File: config.mk
export PLATFORM = sky130hd
export DESIGN_NAME = sign_extend_arbiter_flat
export DESIGN_NICKNAME = d
export VERILOG_FILES = /design/src/rtl/sign_extend_arbiter_if.sv /design/src/rtl/sign_extend_arbiter.sv /design/src/flat_wrapper.sv
export SDC_FILE = /design/constraint.sdc
export NUM_CORES = 1
export LEC_CHECK = 0
export BUFFER_PORTS_ARGS = -buffer_cell sky130_fd_sc_hd__buf_4
export CAP_MARGIN = 10
export CORE_MARGIN = 10
export CORE_UTILIZATION = 43
export CTS_BUF_LIST = sky130_fd_sc_hd__clkbuf_2 sky130_fd_sc_hd__clkbuf_4 sky130_fd_sc_hd__clkbuf_8
export CTS_CLUSTER_SIZE = 25
export DETAILED_ROUTE_END_ITERATION = 6
export GPL_TIMING_DRIVEN = 1
export PLACE_DENSITY_LB_ADDON = 0.05
export RECOVER_POWER = 100
export SLEW_MARGIN = 30
export SYNTH_ARGS = -nofsm -noshare
export SYNTH_HDL_FRONTEND = slang
export SYNTH_SLANG_ARGS = --single-unit
File: constraint.sdc
create_clock -name clk -period 1.4 [get_ports clk]
set_input_delay 0.14 -clock clk [delete_from_list [all_inputs] [get_ports clk]]
set_output_delay 0.14 -clock clk [all_outputs]
set_load 0.005 [all_outputs]
File: src/rtl/sign_extend_arbiter_if.sv
// Handshake bundle between two immediate requesters, the shared sign-extend
// arbiter and its downstream consumer.
interface sign_extend_arbiter_if #(
    parameter int IN_BUS_WIDTH  = 12,
    parameter int OUT_BUS_WIDTH = 32
);
    logic                     req0_valid;
    logic [IN_BUS_WIDTH-1:0]  req0_data;
    logic                     req0_ready;
    logic                     req1_valid;
    logic [IN_BUS_WIDTH-1:0]  req1_data;
    logic                     req1_ready;
    logic                     out_valid;
    logic [OUT_BUS_WIDTH-1:0] out_data;
    logic                     out_src;
    logic                     out_ready;

    modport slave (
        input  req0_valid, req0_data, req1_valid, req1_data, out_ready,
        output req0_ready, req1_ready, out_valid, out_data, out_src
    );

    modport master (
        output req0_valid, req0_data, req1_valid, req1_data, out_ready,
        input  req0_ready, req1_ready, out_valid, out_data, out_src
    );
endinterface

File: src/rtl/sign_extend_arbiter.sv
// Round-robin arbiter sharing one sign_extend between two requesters, with a
// one-entry tagged output buffer that refills in the same cycle it drains.
module sign_extend #(
    parameter int IN_BUS_WIDTH  = 12,
    parameter int OUT_BUS_WIDTH = 32
) (
    input  logic [IN_BUS_WIDTH-1:0]  in_data,
    output logic [OUT_BUS_WIDTH-1:0] out_data
);
    assign out_data = {{(OUT_BUS_WIDTH-IN_BUS_WIDTH){in_data[IN_BUS_WIDTH-1]}}, in_data};
endmodule

module sign_extend_arbiter #(
    parameter int IN_BUS_WIDTH  = 12,
    parameter int OUT_BUS_WIDTH = 32
) (
    input  logic                  clk,
    input  logic                  rst,
    sign_extend_arbiter_if.slave  bus
);
    typedef enum logic {
        BUF_EMPTY = 1'b0,
        BUF_FULL  = 1'b1
    } buf_state_e;

    buf_state_e               state_q, state_d;
    logic [OUT_BUS_WIDTH-1:0] out_data_q, out_data_d;
    logic                     out_src_q, out_src_d;
    logic                     last_grant_q, last_grant_d;

    logic                     can_accept;
    logic                     grant0, grant1;
    logic                     ready0, ready1;
    logic [IN_BUS_WIDTH-1:0]  sel_data;
    logic [OUT_BUS_WIDTH-1:0] ext_data;

    // Under contention the requester that did not win last time is granted.
    always_comb begin
        can_accept = (state_q == BUF_EMPTY) || bus.out_ready;
        grant0     = bus.req0_valid && (!bus.req1_valid || last_grant_q);
        grant1     = bus.req1_valid && (!bus.req0_valid || !last_grant_q);
        ready0     = grant0 && can_accept;
        ready1     = grant1 && can_accept;
        sel_data   = ready1 ? bus.req1_data : bus.req0_data;
    end

    sign_extend #(
        .IN_BUS_WIDTH  (IN_BUS_WIDTH),
        .OUT_BUS_WIDTH (OUT_BUS_WIDTH)
    ) u_sign_extend (
        .in_data  (sel_data),
        .out_data (ext_data)
    );

    always_comb begin
        state_d      = state_q;
        out_data_d   = out_data_q;
        out_src_d    = out_src_q;
        last_grant_d = last_grant_q;
        if (ready0 || ready1) begin
            state_d      = BUF_FULL;
            out_data_d   = ext_data;
            out_src_d    = ready1;
            last_grant_d = ready1;
        end else if ((state_q == BUF_FULL) && bus.out_ready) begin
            // Drained with nothing to refill: payload is kept, only valid drops.
            state_d = BUF_EMPTY;
        end
    end

    always_ff @(posedge clk or posedge rst) begin
        if (rst) begin
            state_q      <= BUF_EMPTY;
            out_data_q   <= '0;
            out_src_q    <= 1'b0;
            last_grant_q <= 1'b1;
        end else begin
            state_q      <= state_d;
            out_data_q   <= out_data_d;
            out_src_q    <= out_src_d;
            last_grant_q <= last_grant_d;
        end
    end

    assign bus.req0_ready = ready0;
    assign bus.req1_ready = ready1;
    assign bus.out_valid  = (state_q == BUF_FULL);
    assign bus.out_data   = out_data_q;
    assign bus.out_src    = out_src_q;
endmodule

File: src/flat_wrapper.sv
// flat-port wrapper written by rule: the top's interface ports become plain ports
module sign_extend_arbiter_flat 
#(
    parameter int IN_BUS_WIDTH  = 12,
    parameter int OUT_BUS_WIDTH = 32
)
  (clk, rst, bus_req0_valid, bus_req0_data, bus_req1_valid, bus_req1_data, bus_out_ready, bus_req0_ready, bus_req1_ready, bus_out_valid, bus_out_data, bus_out_src);
  sign_extend_arbiter_if #(.IN_BUS_WIDTH(IN_BUS_WIDTH), .OUT_BUS_WIDTH(OUT_BUS_WIDTH)) bus_i ();
  input  logic clk;
  input  logic rst;
  input wire logic [$bits(bus_i.req0_valid)-1:0] bus_req0_valid;
  input wire logic [$bits(bus_i.req0_data)-1:0] bus_req0_data;
  input wire logic [$bits(bus_i.req1_valid)-1:0] bus_req1_valid;
  input wire logic [$bits(bus_i.req1_data)-1:0] bus_req1_data;
  input wire logic [$bits(bus_i.out_ready)-1:0] bus_out_ready;
  output wire logic [$bits(bus_i.req0_ready)-1:0] bus_req0_ready;
  output wire logic [$bits(bus_i.req1_ready)-1:0] bus_req1_ready;
  output wire logic [$bits(bus_i.out_valid)-1:0] bus_out_valid;
  output wire logic [$bits(bus_i.out_data)-1:0] bus_out_data;
  output wire logic [$bits(bus_i.out_src)-1:0] bus_out_src;
  assign bus_i.req0_valid = bus_req0_valid;
  assign bus_i.req0_data = bus_req0_data;
  assign bus_i.req1_valid = bus_req1_valid;
  assign bus_i.req1_data = bus_req1_data;
  assign bus_i.out_ready = bus_out_ready;
  assign bus_req0_ready = bus_i.req0_ready;
  assign bus_req1_ready = bus_i.req1_ready;
  assign bus_out_valid = bus_i.out_valid;
  assign bus_out_data = bus_i.out_data;
  assign bus_out_src = bus_i.out_src;
  sign_extend_arbiter #(.IN_BUS_WIDTH(IN_BUS_WIDTH), .OUT_BUS_WIDTH(OUT_BUS_WIDTH)) u_core (.clk(clk), .rst(rst), .bus(bus_i));
endmodule
-- Yosys cells after proc, flatten, opt, wreduce, memory -nomap -nowiden
Index checks and enable logic that the tools add are counted.
- register bits after elaboration: 15
- bits in latches: 0
- RAM bits: 0
- ROM bits: 0
- bits of input ports: 29
- output and inout bits: 36
- word-level logic and storage cells: 21
- memories kept: 0
- add/subtract/negate cells: 0
- $mul: 0
- divide/modulo/power cells: 0
- $lt $le $gt $ge: 0
- equal/unequal tests: 0
- shift-type cells: 0
- mux-type cells: 3
- bitwise operators: 1
- reductions and logical operators: 13
- operators with widths (operator ; count):
    $mux W12 ; 1
    $logic_and A1 B1 Y1 ; 5
    $logic_or A1 B1 Y1 ; 4
    $logic_not A1 Y1 ; 3
    $mux W1 ; 2
    $reduce_bool A2 Y1 ; 1
    $not A1 Y1 ; 1

-- Depth between registers and ports, before layout
- depth after elaboration: 6
- mapped depth: 4
- gate-level depth less buffers: 3

-- Cells and area by module
Synthesis repeated with hierarchy kept, for this count alone.
- cells, all modules: 129
- area, all modules: 1894.3 µm²
- by module, submodules not included (module ; instances ; cells an instance ; area each (µm²) ; sequential area each (µm²)):
    sign_extend_arbiter ; 1 ; 97 ; 1654.1 ; 877.1
    sign_extend ; 1 ; 32 ; 240.2 ; 0.0

-- Worst setup path before layout
OpenSTA, ideal clock, no wires.
- path kind: reg-to-reg
- from: register u_core.last_grant_q
- to: register u_core.out_data_q[1], in the netlist u_core.bus.out_data[1]
- setup time: 0.101 ns
- data arrival time: 1.117 ns
- required time: 1.299 ns
- setup slack: 0.183 ns
- stages on the path, launching flop included: 5
- buffers on the path: 1
- period minus slack after synthesis: 1.217 ns
- path through: dfstp_2 a21boi_2 and2_4 buf_6 o311ai_2
- longest elaborated chain between the ends: 5
- elaborated cells on any way between the ends: 9
- those cells by class: 1 x mux; 8 x reduce/logical
- ends and longest elaborated chain (what ; RTL line ; RTL):
    start, declared ; sign_extend_arbiter.sv:29 ; logic last_grant_q, last_grant_d;
    start signal, assigned ; sign_extend_arbiter.sv:81 ; last_grant_q <= last_grant_d;
    $logic_not A1 Y1 (*) ; sign_extend_arbiter.sv:41 ; grant1 = bus.req1_valid && (!bus.req0_valid || !last_grant_q);
    $logic_or A1 B1 Y1 (*) ; sign_extend_arbiter.sv:41 ;
    $logic_and A1 B1 Y1 (*) ; sign_extend_arbiter.sv:41 ;
    $logic_and A1 B1 Y1 (*) ; sign_extend_arbiter.sv:43 ; ready1 = grant1 && can_accept;
    named net bus_req1_ready ; flat_wrapper.sv:17 ; output wire logic [$bits(bus_i.req1_ready)-1:0] bus_req1_ready;
    $mux W12 or $logic_or A1 B1 Y1 (tied branches) ; sign_extend_arbiter.sv:44, sign_extend_arbiter.sv:60 ;
    end signal, assigned ; sign_extend_arbiter.sv:79 ; out_data_q <= out_data_d;
    end, declared ; sign_extend_arbiter.sv:27 ; logic [OUT_BUS_WIDTH-1:0] out_data_q, out_data_d;
The timed path passes the listed nets; every way through them passes the cells marked *.
A chain may end at the register's enable or synchronous reset.

-- Worst setup path after layout
- from: register u_core.last_grant_q
- to: output port bus_req1_ready
- longest elaborated chain between the ends: 4
- ends and longest elaborated chain (what ; RTL line):
    $logic_not A1 Y1 ; sign_extend_arbiter.sv:41
    $logic_or A1 B1 Y1 ; sign_extend_arbiter.sv:41
    $logic_and A1 B1 Y1 ; sign_extend_arbiter.sv:41
    $logic_and A1 B1 Y1 ; sign_extend_arbiter.sv:43
    end, declared ; flat_wrapper.sv:17
No other way between the ends.

==> results.toml <==
[run_status]
status = "completed"

[logic_synthesis]
synth.ff_latch_count = 15
yosysWarnings = 0
syn_area_per_cell_um2 = 9.45
synth_area_leader_cell = "dfrtp_1"
synthCells = 102
synth_cell_types = 21
yosysSeqAreaShare_pct = 39.1
synth_top_area_share_pct = 36.4
yosys-top-cells-area = "dfrtp_1, buf_4, o311ai_2"
syn_nets = 131
synthesis.area_um2 = 963

[cells_and_area]
final_core_util_pct = 65.5
drive_above_1_share_pct = 60.1
area_growth_pct = 47.4
final_cell_mix = "buf_4, inv_1, dfrtp_1, nand3_1, o21ai_0"
fill_cells = 192
final_common_cell = "buf_4"
fin_nets = 183
num_antenna_cells = 0

[timing]
fmaxAchievable_mhz = 755
worst_pin_slew_ps = 583
maxSlewHeadroom_pct = 61.1
fin_ws_ps = 75.4
finalMaxSlewViolations = 0
fin_skew_ps = 4.96
finalHoldViolCount = 0
fin_tns_setup_ps = 0
hold_ws_ps = 94.6
finalCritPeriodShare_pct = 94.6
setup_viol = 0
rsz0062_at_grt = "yes"
period_minus_slack_ps = 1320

[clocking]
tritoncts = "built"
root_buffer = "clkbuf_4"
clk_latency_ps = 280
clkTransAtPathRegs_ps = 90
cts_buffer_depth = 2
cts.sinks = 15
numCtsBuffers = 3
htreeDepth = 1

[place]
gp_congestion = 0.774
dp_hpwl_mm = 2.21
dpl_worst_slack_ps = -69.4
port_buffers = 64

[worst_setup_path]
end_kind = "primary output"
cp-start-kind = "flop"
crit_slowest_cell = "dfstp_2"
required_ps = 1260
critical_path_class = "flop to primary output"
crit_family = "flip-flops"
max_stage_delay_ps = 560
path_cells = "a21boi_2 > and2_4 > buf_4"
cp.arrival_ps = 1180
crit_path_max_fanout = 6
cp_num_buf_inv = 1

[routing]
viasPerCell = 5.00
vias = 905
wl_mm = 2.76
routedWlPerCell_um = 15.3
first_pass_iters = 4
ant_nets = 0
drtIter0Drc = 5
drc = 0

[hold_path]
holdCritPathClass = "primary input to flop"

[die]
core_region_area_um2 = 2170
ios = 65
die_h_um = 67.3
dieArea_um2 = 4530
die_x_um = 67.3
fp-row-count = 17
start_util_pct = 44.4

[global_routing]
grt-ovfl-total = 0
grt_max_degree = 23
grt_antenna_before_repair = 0
grt_pass1_vias = 942
grt_use_total_pct = 12.4
grt_first_pass_wirelength_mm = 4.35

[pwr]
p_leak_nw = 0.722
ir_drop_mv = 0.805
power-per-cell-area_nw_per_um2 = 1020

[flow_run]
max-cap-violations = 0
==> flip-flops by register name, summed over array words and instances (netlist names) <==
register and count:
u_core.bus.out_valid 1, u_core.bus.out_src 1, u_core.bus.out_data 12, u_core.last_grant_q 1
==> per-stage QoR <==
stage,power (mW),std cells,instance area (um^2)
4_1_cts,1.45,181,1400
3_5_place_dp,1.17,173,1330
6_report,1.44,181,1420
3_3_place_gp,1.16,173,1330
5_1_grt,1.56,181,1420
2_1_floorplan,0.918,102,963
==> tightest hold or removal path, stage by stage <==
cell	delay (ps)
buf_4	80
nand3_1	50
o311ai_1	80
==> repair_timing <==
item,in CTS,in global routing
hold buffers,1,0
endpoints found under the setup margin,10,23
pin swaps,1,1
cloned,0,0
endpoints found under the hold margin,14,0
resized for setup,1,7
buffers inserted,3,0
==> routing by layer <==
layer / vias up / part of all wire [%] / wire (um) / GRT usage, %
li1: 436 / - / - / -
met4: 0 / 2.1 / 59 / 6.15
met3: 7 / 14 / 384 / 5.79
met5: - / 0 / 0 / 0
met1: 416 / 34 / 951 / 12.2
met2: 46 / 50 / 1370 / 21.6
==> where the power goes <==
| part | total (mW) | switching (mW) | internal, mW |
|---|---|---|---|
| Combinational | 0.597 | 0.232 | 0.365 |
| Clock | 0.271 | 0.141 | 0.130 |
| Sequential | 0.576 | 0.0628 | 0.513 |
| Total | 1.44 | 0.435 | 1.01 |
==> area by class of cell <==
type	count	area, um^2	area share, %
multi-input combinational	47	374	26.3
tap	28	35.0	2.47
inverter	14	52.6	3.70
sequential	15	378	26.6
timing repair buffer	73	551	38.8
clock buffer	4	30.0	2.11
==> path summary, 6_finish.rpt <==
kind                                startpoint                      end  slack (ps)  cells past startpoint
setup / recovery           u_core.last_grant_q           bus_req1_ready          80                      3
hold / removal                bus_req1_data[8]   u_core.bus.out_data[8]          90                      3
setup reg to reg           u_core.last_grant_q  u_core.bus.out_data[10]         110                      4
hold reg to reg             u_core.bus.out_src       u_core.bus.out_src         490                      1
max in group asynchronous                  rst  u_core.bus.out_data[11]         510                      3
min in group asynchronous                  rst   u_core.bus.out_data[3]         470                      3
==> cell families (layout without fill, tap and decap cells) <==
logic type / count (synthesis) / after routing / synth area share (%)
compound gates: 28 / 28 / 25.8
flops: 15 / 15 / 39.1
buf+inv: 40 / 91 / 24.4
simple gates: 19 / 19 / 10.6
==> synth_stat cells <==
cell type  count
o311ai_1       3
nand2b_1       1
nor2b_1        1
dfstp_2        1
nor2_1         1
buf_6          1
o21ai_1        1
a21boi_2       1
o311ai_0       2
clkbuf_1       3
nand2_1        1
a21o_1         2
nand3_1       13
o21ai_0       12
buf_4         20
and2_4         1
buf_2          2
inv_1         14
dfrtp_1       14
o311ai_2       7
nand2b_2       1
No activity file was read; power rests on OpenSTA's default activity.
